### config.mk
export PLATFORM = sky130hd
export DESIGN_NAME = alu_share_arb
export DESIGN_NICKNAME = d
export VERILOG_FILES = /design/src/rtl/alu_share_pkg.sv /design/src/rtl/alu_share_arb_alu_core.sv /design/src/rtl/alu_share_arb.sv
export SDC_FILE = /design/constraint.sdc
export NUM_CORES = 1
export LEC_CHECK = 0
export BUFFER_PORTS_ARGS = -buffer_cell sky130_fd_sc_hd__buf_2
export CORE_AREA = 10 10 62 84
export CTS_BUF_LIST = sky130_fd_sc_hd__clkbuf_4 sky130_fd_sc_hd__clkbuf_8
export CTS_CLUSTER_SIZE = 40
export DETAILED_ROUTE_END_ITERATION = 10
export DIE_AREA = 0 0 72 94
export GPL_ROUTABILITY_DRIVEN = 1
export PLACE_DENSITY = 0.82
export SYNTH_ARGS = -nofsm -noshare
export SYNTH_HDL_FRONTEND = slang
export SYNTH_SLANG_ARGS = --single-unit
### constraint.sdc
create_clock -name clk -period 2 [get_ports clk]
set_input_delay 0.2 -clock clk [delete_from_list [all_inputs] [get_ports clk]]
set_output_delay 0.2 -clock clk [all_outputs]
set_load 0.005 [all_outputs]
### src/rtl/alu_share_pkg.sv
// Shared types for the two-client ALU arbiter: opcodes, FSM states, opcode width.
package alu_share_pkg;

  localparam int OP_W = 3;

  typedef enum logic [OP_W-1:0] {
    OP_ADD = 3'd0,
    OP_SUB = 3'd1,
    OP_NOT = 3'd2,
    OP_AND = 3'd3,
    OP_OR  = 3'd4,
    OP_XOR = 3'd5,
    OP_GT  = 3'd6,
    OP_EQ  = 3'd7
  } opcode_e;

  typedef enum logic [1:0] {
    ST_IDLE = 2'd0,
    ST_EXEC = 2'd1,
    ST_RESP = 2'd2
  } state_e;

endpackage

### src/rtl/alu_share_arb_alu_core.sv
// Purely combinational W-bit ALU core: (op, a, b) -> (y, cf, of).
module alu_core
  import alu_share_pkg::*;
#(
  parameter int W = 4
) (
  input  logic [OP_W-1:0] op_i,
  input  logic [W-1:0]    a_i,
  input  logic [W-1:0]    b_i,
  output logic [W-1:0]    y_o,
  output logic            cf_o,
  output logic            of_o
);

  localparam logic [W-1:0] ONE = W'(1);

  logic [W:0]   sum;
  logic [W:0]   dif;
  logic [W-1:0] b_neg;

  always_comb begin
    // Two's-complement negate so SUB by zero yields CF=0 (0 + A never carries).
    b_neg = ~b_i + ONE;
    sum   = {1'b0, a_i} + {1'b0, b_i};
    dif   = {1'b0, a_i} + {1'b0, b_neg};
    y_o   = '0;
    cf_o  = 1'b0;
    of_o  = 1'b0;
    case (opcode_e'(op_i))
      OP_ADD: begin
        y_o  = sum[W-1:0];
        cf_o = sum[W];
        of_o = (a_i[W-1] == b_i[W-1]) && (sum[W-1] != a_i[W-1]);
      end
      OP_SUB: begin
        y_o  = dif[W-1:0];
        cf_o = dif[W];
        of_o = (a_i[W-1] != b_i[W-1]) && (dif[W-1] != a_i[W-1]);
      end
      OP_NOT: y_o = ~a_i;
      OP_AND: y_o = a_i & b_i;
      OP_OR:  y_o = a_i | b_i;
      OP_XOR: y_o = a_i ^ b_i;
      OP_GT:  y_o = {{(W-1){1'b0}}, ($signed(a_i) > $signed(b_i))};
      OP_EQ:  y_o = {{(W-1){1'b0}}, (a_i == b_i)};
      default: y_o = '0;
    endcase
  end

endmodule

### src/rtl/alu_share_arb.sv
// Round-robin arbiter and sequencer sharing one ALU between two clients.
// Optional per-client response counters when ALU_SHARE_ARB_STATS_EN is defined.
//   state   | meaning
//   ST_IDLE | ready to grant a pending request
//   ST_EXEC | ALU evaluating latched operands
//   ST_RESP | result held on resp_* until accepted
module alu_share_arb
  import alu_share_pkg::*;
#(
  parameter int W = 4
) (
  input  logic            clk,
  input  logic            rst_n,
  input  logic            req0_valid,
  output logic            req0_ready,
  input  logic [OP_W-1:0] req0_op,
  input  logic [W-1:0]    req0_a,
  input  logic [W-1:0]    req0_b,
  input  logic            req1_valid,
  output logic            req1_ready,
  input  logic [OP_W-1:0] req1_op,
  input  logic [W-1:0]    req1_a,
  input  logic [W-1:0]    req1_b,
`ifdef ALU_SHARE_ARB_STATS_EN
  output logic [7:0]      stat0_cnt,
  output logic [7:0]      stat1_cnt,
`endif
  output logic            resp_valid,
  input  logic            resp_ready,
  output logic            resp_id,
  output logic [W-1:0]    resp_y,
  output logic            resp_cf,
  output logic            resp_of
);

  state_e          state_q, state_d;
  logic            ptr_q;
  logic            id_q;
  logic [OP_W-1:0] op_q;
  logic [W-1:0]    a_q, b_q;
  logic            resp_valid_q, resp_id_q, resp_cf_q, resp_of_q;
  logic [W-1:0]    resp_y_q;
  logic            gnt_id;
  logic            accept;
  logic            resp_hs;
  logic [W-1:0]    alu_y;
  logic            alu_cf, alu_of;

  // Pointer only matters on contention; a lone requester always wins.
  assign gnt_id  = (req0_valid && req1_valid) ? ptr_q : req1_valid;
  assign accept  = (state_q == ST_IDLE) && (req0_valid || req1_valid);
  assign resp_hs = resp_valid_q && resp_ready;

  always_ff @(posedge clk or negedge rst_n) begin
    if (!rst_n) state_q <= ST_IDLE;
    else        state_q <= state_d;
  end

  always_comb begin
    state_d = state_q;
    case (state_q)
      ST_IDLE: if (accept)  state_d = ST_EXEC;
      ST_EXEC:              state_d = ST_RESP;
      ST_RESP: if (resp_hs) state_d = ST_IDLE;
      default:              state_d = ST_IDLE;
    endcase
  end

  always_comb begin
    req0_ready = 1'b0;
    req1_ready = 1'b0;
    if (state_q == ST_IDLE) begin
      req0_ready = req0_valid && !gnt_id;
      req1_ready = req1_valid &&  gnt_id;
    end
  end

  always_ff @(posedge clk or negedge rst_n) begin
    if (!rst_n) begin
      ptr_q <= 1'b0;
      id_q  <= 1'b0;
      op_q  <= '0;
      a_q   <= '0;
      b_q   <= '0;
    end else if (accept) begin
      ptr_q <= ~gnt_id;
      id_q  <= gnt_id;
      op_q  <= gnt_id ? req1_op : req0_op;
      a_q   <= gnt_id ? req1_a  : req0_a;
      b_q   <= gnt_id ? req1_b  : req0_b;
    end
  end

  alu_core #(.W(W)) u_alu_core (
    .op_i (op_q),
    .a_i  (a_q),
    .b_i  (b_q),
    .y_o  (alu_y),
    .cf_o (alu_cf),
    .of_o (alu_of)
  );

  always_ff @(posedge clk or negedge rst_n) begin
    if (!rst_n) begin
      resp_valid_q <= 1'b0;
      resp_id_q    <= 1'b0;
      resp_y_q     <= '0;
      resp_cf_q    <= 1'b0;
      resp_of_q    <= 1'b0;
    end else if (state_q == ST_EXEC) begin
      resp_valid_q <= 1'b1;
      resp_id_q    <= id_q;
      resp_y_q     <= alu_y;
      resp_cf_q    <= alu_cf;
      resp_of_q    <= alu_of;
    end else if (resp_hs) begin
      resp_valid_q <= 1'b0;
    end
  end

  assign resp_valid = resp_valid_q;
  assign resp_id    = resp_id_q;
  assign resp_y     = resp_y_q;
  assign resp_cf    = resp_cf_q;
  assign resp_of    = resp_of_q;

`ifdef ALU_SHARE_ARB_STATS_EN
  logic [7:0] stat0_q, stat1_q;

  always_ff @(posedge clk or negedge rst_n) begin
    if (!rst_n) begin
      stat0_q <= '0;
      stat1_q <= '0;
    end else if (resp_hs) begin
      if (!resp_id_q && stat0_q != 8'hFF) stat0_q <= stat0_q + 8'd1;
      if ( resp_id_q && stat1_q != 8'hFF) stat1_q <= stat1_q + 8'd1;
    end
  end

  assign stat0_cnt = stat0_q;
  assign stat1_cnt = stat1_q;
`endif

endmodule

# [After elaboration in Yosys (flattened, before gate mapping)]
# Cells that the tools add are included.
[classes] magnitude_cmp=1 add_sub_neg=3 n_bitwise=6 muxes=14 n_eq_ne=16 reduce_logical=13
[op_table] operator="$pmux 4 s8" count=1
[op_table] operator="$eq 3x3->1 const B" count=4
[op_table] operator="$add 4x4->5" count=2
[op_table] operator="$mux 4" count=2
[op_table] operator="$not 4->4" count=2
[op_table] operator="$logic_and 1x1->1" count=7
[op_table] operator="$eq 3x2->1 const B" count=2
[op_table] operator="$pmux 2 s3" count=1
[op_table] operator="$mux 1" count=5
[op_table] operator="$add 4x1->4 const B" count=1
[op_table] operator="$and 4x4->4" count=1
[op_table] operator="$eq 4x4->1" count=1
[op_table] operator="$gt 4x4->1" count=1
[op_table] operator="$mux 2" count=2
[op_table] operator="$ne 2x2->1 const B" count=2
[op_table] operator="$or 4x4->4" count=1
[op_table] operator="$pmux 1 s2" count=2
[op_table] operator="$xor 4x4->4" count=1
[op_table] operator="$eq 3x1->1 const B" count=1
[op_table] operator="$logic_not 3->1" count=1
[op_table] operator="$mux 3" count=1
[op_table] operator="$ne 1x1->1" count=3
[op_table] operator="$eq 2x1->1 const B" count=1
[op_table] operator="$eq 2x2->1 const B" count=1
[op_table] operator="other kinds (7)" count=7
[totals] output_inout_bits=10 reg_bits=23

# [Longest topological paths before layout]
# Gate-level depths: netlist of run 1.
[depth] depth_word=6 mapped_depth=8 depth_no_buf=8

# [Hierarchy]
# Synthesis of run 1 repeated with hierarchy kept, for this count alone.
[unflattened] hier_cells=217 area_unflattened_um2=1888.1
[by_module_without_submodules] mod="alu_share_arb" cells_each=116 area_per_inst_um2=1113.6 instances=1
[by_module_without_submodules] mod="alu_core" cells_each=101 area_per_inst_um2=774.5 instances=1

# [Worst setup path after synthesis of run 1]
# Ideal clock, no wire load.
[synth_path] path_kind="reg-to-reg" start="register b_q[1]" end="register resp_cf_q (netlist: resp_cf)" stages_incl_launch_ff=9 t_arrival_ps=1781 required_ps=1896 slack_ps=116 setup_ps=104 path_cell_list="dfrtp_1 > inv_1 > ha_1 > inv_1 > fa_1 > nor2b_1 > o21ai_0 > a32o_1 > o41ai_2"
[synth_via] elab_chain_len=4
[synth_rtl] element="start: declaration" line_no="alu_share_arb.sv:40" text="logic [W-1:0] a_q, b_q;"
[synth_rtl] element="start signal: assignment" line_no="alu_share_arb.sv:90" text="b_q <= gnt_id ? req1_b : req0_b;"
[synth_rtl] element="$not 4->4" line_no="alu_share_arb_alu_core.sv:23" text="b_neg = ~b_i + ONE;"
[synth_rtl] element="$add 4x1->4" line_no="alu_share_arb_alu_core.sv:23"
[synth_rtl] element="$add 4x4->5" line_no="alu_share_arb_alu_core.sv:25" text="dif = {1'b0, a_i} + {1'b0, b_neg};"
[synth_rtl] element="$pmux 1 s2 (*)" line_no="alu_share_arb_alu_core.sv:29" text="case (opcode_e'(op_i))"
[synth_rtl] element="end signal: assignment" line_no="alu_share_arb.sv:114" text="resp_cf_q <= alu_cf;"
[synth_rtl] element="end: declaration" line_no="alu_share_arb.sv:41" text="logic resp_valid_q, resp_id_q, resp_cf_q, resp_of_q;"
# Every way passes the cells marked *; elsewhere a longest branch is shown, timed or not.
# A chain may end at the register's enable or synchronous reset.

# [Worst setup path after layout of run 1]
[layout_path] start="register b_q[0]" end="register resp_cf_q (netlist: resp_cf)"
# The elaborated chain is that of the path after synthesis.

==> run summary, run 1 <==
Status: finished clean
Pin count of the biggest net entering global routing: 26
Bufs on Longest Clock Path: 2
Reg-to-Reg Start: b_q[0]
Avg Inst Size Synth: 9.371 sq um
CTS tree: built
Most common cell after layout, fill and taps aside: buf_2
Initial antenna violation count: 0
Max-slew violation count: 0
Area growth syn-to-layout: 20.24%
CTS clk-pin slew, worst paths: 0.09 ns
WL/cell: 16.50 um
Initial Utilization: 0.4887
First-pass GRT wire length: 7755 um
Total gr overflow: 0
Dpl cells: 266
Total Wirelength: 4537 um
Max cap viols: 0
Design area: 2141 sq um
DRC: 0
FP Rows: 26
Ant diodes: 0
Vias after detailed routing: 1553
Min-delay src: resp_ready
Crit path arrival time: 2.13 ns
Slowest cell on the critical path: dfrtp_1
H-Tree Depth: 1
Via/cell ratio: 5.647
Minimum clock period: 1.962 ns
Fin cells: 275
# nets final: 280
Slowest Stage Delay on Critical Path: 0.42 ns
DRT antenna net count: 0
Critical Path Start Type: flop
End-of-flow core utilization: 0.5876
Power Total: 3.982 mW
Worst Clk Skew: 0.006919 ns
Peak fanout along the critical path: 4
Chip Width: 72 um
Hold depth: 2
WS Path Type: reg2reg
Maximum vdd drop: 0.0009340 V
RSZ-0062 raised after global routing: true
Vias in the first global route: 1679
Static leakage: 1.077 nW
Syn Std Cell Area: 1780 sq um
Worst skew pair latency: 0.27 ns
Relative max-transition margin: 0.6328
Root Buffer: clkbuf_8
Hold Crit Class: in2reg
Worst Hold End: resp_valid
Fill cells: 331
Final Cycle Share: 0.9809
Post-route setup TNS: 0 ns
Detailed Route Iter0 Violations: 45
DRT Pass-1 Iters: 4
Synth area leaders: dfrtp_1 32%, ha_1 12%, mux2i_1 6.7%
Synth area leader: dfrtp_1
Register area share after synthesis: 0.3233
Pre-CTS WS: -0.07631 ns
Final WS setup: 0.03822 ns
Hold Fails Final Rpt: 0
Fraction of registers with async set/reset: 1.000
Syn nets: 236
I/O pins: 37
Die area: 6768 sq um
Post-Syn Instances: 190
Core box area: 3643 sq um
Reg2Reg Depth: 7
Dpl hpwl: 3437 um
EDFF count, synth: 0
Die height: 94 um
Primary FF master, synth: dfrtp_1
Critical path endpoint category: flop
Fin Hold WS: 0.1440 ns
Synth top area share: 0.3233
Crit-path leading delay family: adder cells
Port Buf Inserts: 36
Pwr dens: 1860 nW/um^2
Share of layout cells above drive strength 1: 0.3133
Clk sinks: 23
Placed cell areas: 1996 sq um
Achievable Freq: 509.7 MHz
Most frequent cells in the layout: 36 x buf_2, 22 x dfrtp_1, 21 x nor2_1, 15 x ha_1, 14 x a21oi_1
R2r setup slk: 0.04 ns
Worst Path Buf+Inv: 1
Netlist cell types: 48
R2R Path End: resp_cf
Final setup violating endpoints: 0
Flops & latches, synth: 23
All-Layer GR Usage: 0.1393
Gpl congestion: 0.9003
Crit-path cells: ha_2 -> inv_1 -> fa_2 -> nor2b_4 -> o21ai_1 -> a32o_1 -> o41ai_2
Worst-Margin Slew: 0.5507 ns
CTS buffer count: 3
Data required, critical path: 2.17 ns
Warnings from Yosys: 0
==> cells in the mapped netlist (2+ instances only) <==
master / number
inv_1: 13
nand2_1: 11
or3_1: 2
nor2_1: 21
and3_1: 3
dfrtp_1: 23
a211o_1: 2
mux2i_1: 12
nand2b_1: 3
a221oi_1: 2
a211oi_1: 2
fa_1: 2
ha_1: 17
nor3_1: 4
o21ai_0: 7
o21ai_1: 3
xnor2_1: 2
a31oi_1: 2
buf_6: 4
nor2b_1: 7
nor3b_1: 2
buf_2: 5
a21o_1: 2
a21oi_1: 14
xor2_1: 2
==> how the worst max path moves through the flow <==
stage	depth (start not counted)	startpoint	slack [ns]	to
global route	8	b_q[0]	-0.04	resp_y[2]
floorplan	8	b_q[1]	0.12	resp_cf
global placement	8	b_q[0]	0.01	resp_y[2]
CTS	8	b_q[0]	-0.02	resp_cf
finish	7	b_q[0]	0.04	resp_cf
detailed placement	8	b_q[0]	-0.08	resp_y[3]
==> per-layer routing <==
metal / share of wire / vias to the layer above / global-route usage
met5: 0 / - / 0
met4: 0.033 / 0 / 0.07929
met3: 0.034 / 11 / 0.01587
met2: 0.56 / 51 / 0.2566
met1: 0.38 / 742 / 0.1468
li1: - / 749 / -
==> power by group <==
group | internal, mW | switching, mW | total, mW
sequential | 0.686 | 0.274 | 0.960
combinational | 1.30 | 1.41 | 2.71
clock | 0.156 | 0.159 | 0.315
total | 2.14 | 1.84 | 3.98
==> what timing repair did <==
action                                  4_1_cts  5_1_grt
buffers inserted                              4        0
resized for setup                             8        8
pin swaps                                     2        8
endpoints found under the setup margin        4        5
hold buffers                                  1        0
hold endpoints to repair                     23        0
==> cell families (layout without fill, tap and decap cells) <==
kind of cell    after synthesis  in the layout  synth area share
compound gates               45             45            0.1778
xor+xnor                      5              5           0.03233
fa+ha+maj                    19             19            0.1420
buf+inv                      23             66           0.06886
flops                        23             23            0.3233
mux                          13             13           0.07590
simple gates                 62             62            0.1799
==> area by class of cell <==
type                    count  area, sq um  share of cell area
flip-flops and latches     23        576.8              0.2694
inverters                  14        52.55             0.02455
multi-input cells         144         1137              0.5313
well taps                  42        52.55             0.02455
clock buffers               4        48.80             0.02279
repair buffers             48        272.8              0.1274
==> registers in the layout, summed over array words and instances (netlist names) <==
register and flops:
b_q 4, resp_valid 1, op_q 3, resp_cf 1
resp_y 4, resp_id 1, ptr_q 1, state_q 2
resp_of 1, id_q 1, a_q 4
Note: power is estimated with default switching activity, not from simulation.
==> inputs of run 2 (changes only) <==
- CELL_PAD_IN_SITES_DETAIL_PLACEMENT: default -> 1
- CELL_PAD_IN_SITES_GLOBAL_PLACEMENT: default -> 1
- CORE_AREA: 10 10 62 84 -> 10 10 68 92
- DIE_AREA: 0 0 72 94 -> 0 0 78 102
- PLACE_DENSITY: 0.82 -> 0.9
- SYNTH_HIERARCHICAL: default -> 1
==> run 2 against run 1 <==
Against the previous run:
- the flow now finishes with violations (setup timing)
- non-clock buffer count rose by 23
- final cell count grew 24%
- first-iteration DRC count increased by 110%
- sequential power fell by 5.9%
- sequential share of layout area down 4.2 points
- combinational power up 51%
- largest cell class unchanged
==> run summary, run 2 <==
Primary FF master, synth: dfrtp_1
Top cells by instance count after synthesis: 27 x nand2_1, 23 x dfrtp_1, 22 x a21oi_1
Detailed Route Iter0 Violations: 96
Register area share after synthesis: 0.3048
CTS clk-pin slew, worst paths: 0.08 ns
Pin count of the biggest net entering global routing: 24
Final WS setup: -0.1999 ns
Multi-input gate area: 1324 sq um
Critical path endpoint category: flop
Die height: 102 um
Worst-Margin Slew: 0.5117 ns
WS Path Type: reg2reg
Reg-to-Reg Start: b_q[0]
Synth area leader: dfrtp_1
WL/cell: 18.77 um
First-pass GRT wire length: 10090 um
All-Layer GR Usage: 0.1555
Most common cell after layout, fill and taps aside: buf_2
Syn nets: 262
CTS tree: built
# nets final: 325
Pwr dens: 2083 nW/um^2
Minimum clock period: 2.200 ns
Most frequent cells in the layout: 36 x buf_2, 32 x buf_4, 27 x nand2_1, 22 x dfrtp_1, 21 x a21oi_1
Data required, critical path: 2.16 ns
Fraction of registers with async set/reset: 1.000
Reg area: 576.8 sq um
RSZ-0062 raised after global routing: true
Relative max-transition margin: 0.6589
Min-delay src: resp_ready
DRT Pass-1 Iters: 4
Worst skew pair latency: 0.27 ns
Final setup violating endpoints: 4
Static leakage: 1.177 nW
Dpl hpwl: 4726 um
Area growth syn-to-layout: 34.59%
DRT antenna net count: 0
CTS buffer count: 3
Fill cells: 547
Vias in the first global route: 2074
Clk sinks: 23
R2r setup slk: -0.20 ns
Root Buffer: clkbuf_8
Syn Std Cell Area: 1888 sq um
Worst Setup SP: b_q[0]
Synth top area share: 0.3048
Dpl cells: 329
Critical Path Start Type: flop
Fin cells: 341
Core box area: 4536 sq um
Peak fanout along the critical path: 4
Die area: 7956 sq um
Critical Path End: resp_y[2]
Warnings from Yosys: 6
Failing checks: setup timing
I/O pins: 37
R2R Path End: resp_y[2]
Total Wirelength: 6402 um
Power Total: 5.294 mW
Ant diodes: 0
Share of layout cells above drive strength 1: 0.4229
EDFF count, synth: 0
Initial antenna violation count: 0
Vias after detailed routing: 1873
Hold Fails Final Rpt: 0
Flops & latches, synth: 23
Maximum vdd drop: 0.0008729 V
Via/cell ratio: 5.493
Pre-CTS WS: -0.1601 ns
Port Buf Inserts: 36
Final Cycle Share: 1.100
Total gr overflow: 0
H-Tree Depth: 1
Status: finished, violations left
Gpl congestion: 1.002
Crit path arrival time: 2.36 ns
Reg2Reg Depth: 9
Top-count cell post-synth: nand2_1
Achievable Freq: 454.6 MHz
Bufs on Longest Clock Path: 2
Max-slew violation count: 0
Max cap viols: 0
Chip Width: 78 um
Post-Syn Instances: 217
Worst Clk Skew: 0.006059 ns
Initial Utilization: 0.4163
Hold Crit Class: in2reg
Synth area leaders: dfrtp_1 30%, ha_1 11%, a31oi_2 6.0%
Avg Inst Size Synth: 8.701 sq um
Netlist cell types: 50
FP Rows: 29
DRC: 0
-- run 2: cell count changes after synthesis, moves of 5 or more --
cell / change
nor2_1: -16
a21oi_1: +8
mux2i_1: -11
nor2b_1: -5
nand2_1: +16
a31oi_2: +9
nand3_1: +12
o21ai_0: +8
-- run 2: kinds of logic after synthesis --
kind of cell | count (synthesis) | synth area share
AOI/OAI and AO/OA | 69 | 0.2532
xor gates and xnor gates | 5 | 0.02319
buffers and inverters | 30 | 0.07091
and+or+nand+nor | 69 | 0.1915
DFF | 23 | 0.3048
muxes | 3 | 0.02916
adders and majority gates | 18 | 0.1272
-- run 2: worst min path at each step --
stage                     slack [ns]  cells after the start    endpoint
after detailed placement        0.20                      1     resp_of
after CTS                       0.12                      2  resp_valid
after global routing            0.13                      2  resp_valid
final                           0.13                      2  resp_valid
after floorplan                 -0.1                      0      a_q[0]
after global placement          0.19                      1   resp_y[3]
-- run 2: layer usage --
layer / GRT usage / wire length (um) / vias to the layer above
met2: 0.3020 / 3534 / 55
met1: 0.1563 / 2350 / 905
met3: 0.02460 / 180 / 20
met4: 0.07746 / 337 / 0
met5: 0 / 0 / -
li1: - / - / 893
-- run 2: through the flow --
step | hold WS, ns | utilization | area, sq um | TNS, ns
2_1_floorplan | -0.09559 | - | 1908 | -0.01722
3_3_place_gp | 0.1899 | 0.5068 | 2298 | -0.1884
3_5_place_dp | 0.1996 | 0.5068 | 2298 | -0.5957
4_1_cts | 0.1246 | 0.5352 | 2427 | -0.3813
5_1_grt | 0.1289 | 0.5603 | 2541 | -0.8725
6_report | 0.1336 | 0.5603 | 2541 | -0.4502
-- run 2: cell type report --
| cell class | instances | share of cell area |
|---|---|---|
| clock buffer | 3 | 0.01625 |
| clock inverter | 1 | 0.001969 |
| inverter | 17 | 0.02511 |
| multi-input combinational | 164 | 0.5209 |
| sequential | 23 | 0.2270 |
| tap | 62 | 0.03053 |
| timing repair buffer | 71 | 0.1782 |
-- run 2: timing repair --
action	4_1_cts	5_1_grt
hold endpoints to repair	23	0
setup endpoints to repair	6	6
pin swaps	3	12
setup buffers	3	4
hold buffers	1	0
resized for setup	9	18
-- run 2: power breakdown --
part / leakage [nW] / total, mW / internal [mW] / switching [mW]
Combinational: 0.878 / 4.10 / 1.95 / 2.15
Clock: 0.0255 / 0.291 / 0.139 / 0.151
Sequential: 0.274 / 0.903 / 0.693 / 0.210
Total: 1.18 / 5.29 / 2.78 / 2.51
-- run 2: critical path, cell delays in order, from the launching register on --
cell,delay (ns)
dfrtp_2,0.43
inv_2,0.07
ha_4,0.28
inv_2,0.04
fa_2,0.37
xnor2_1,0.15
mux4_2,0.45
o21a_1,0.18
nand2_1,0.05
nand2_1,0.06
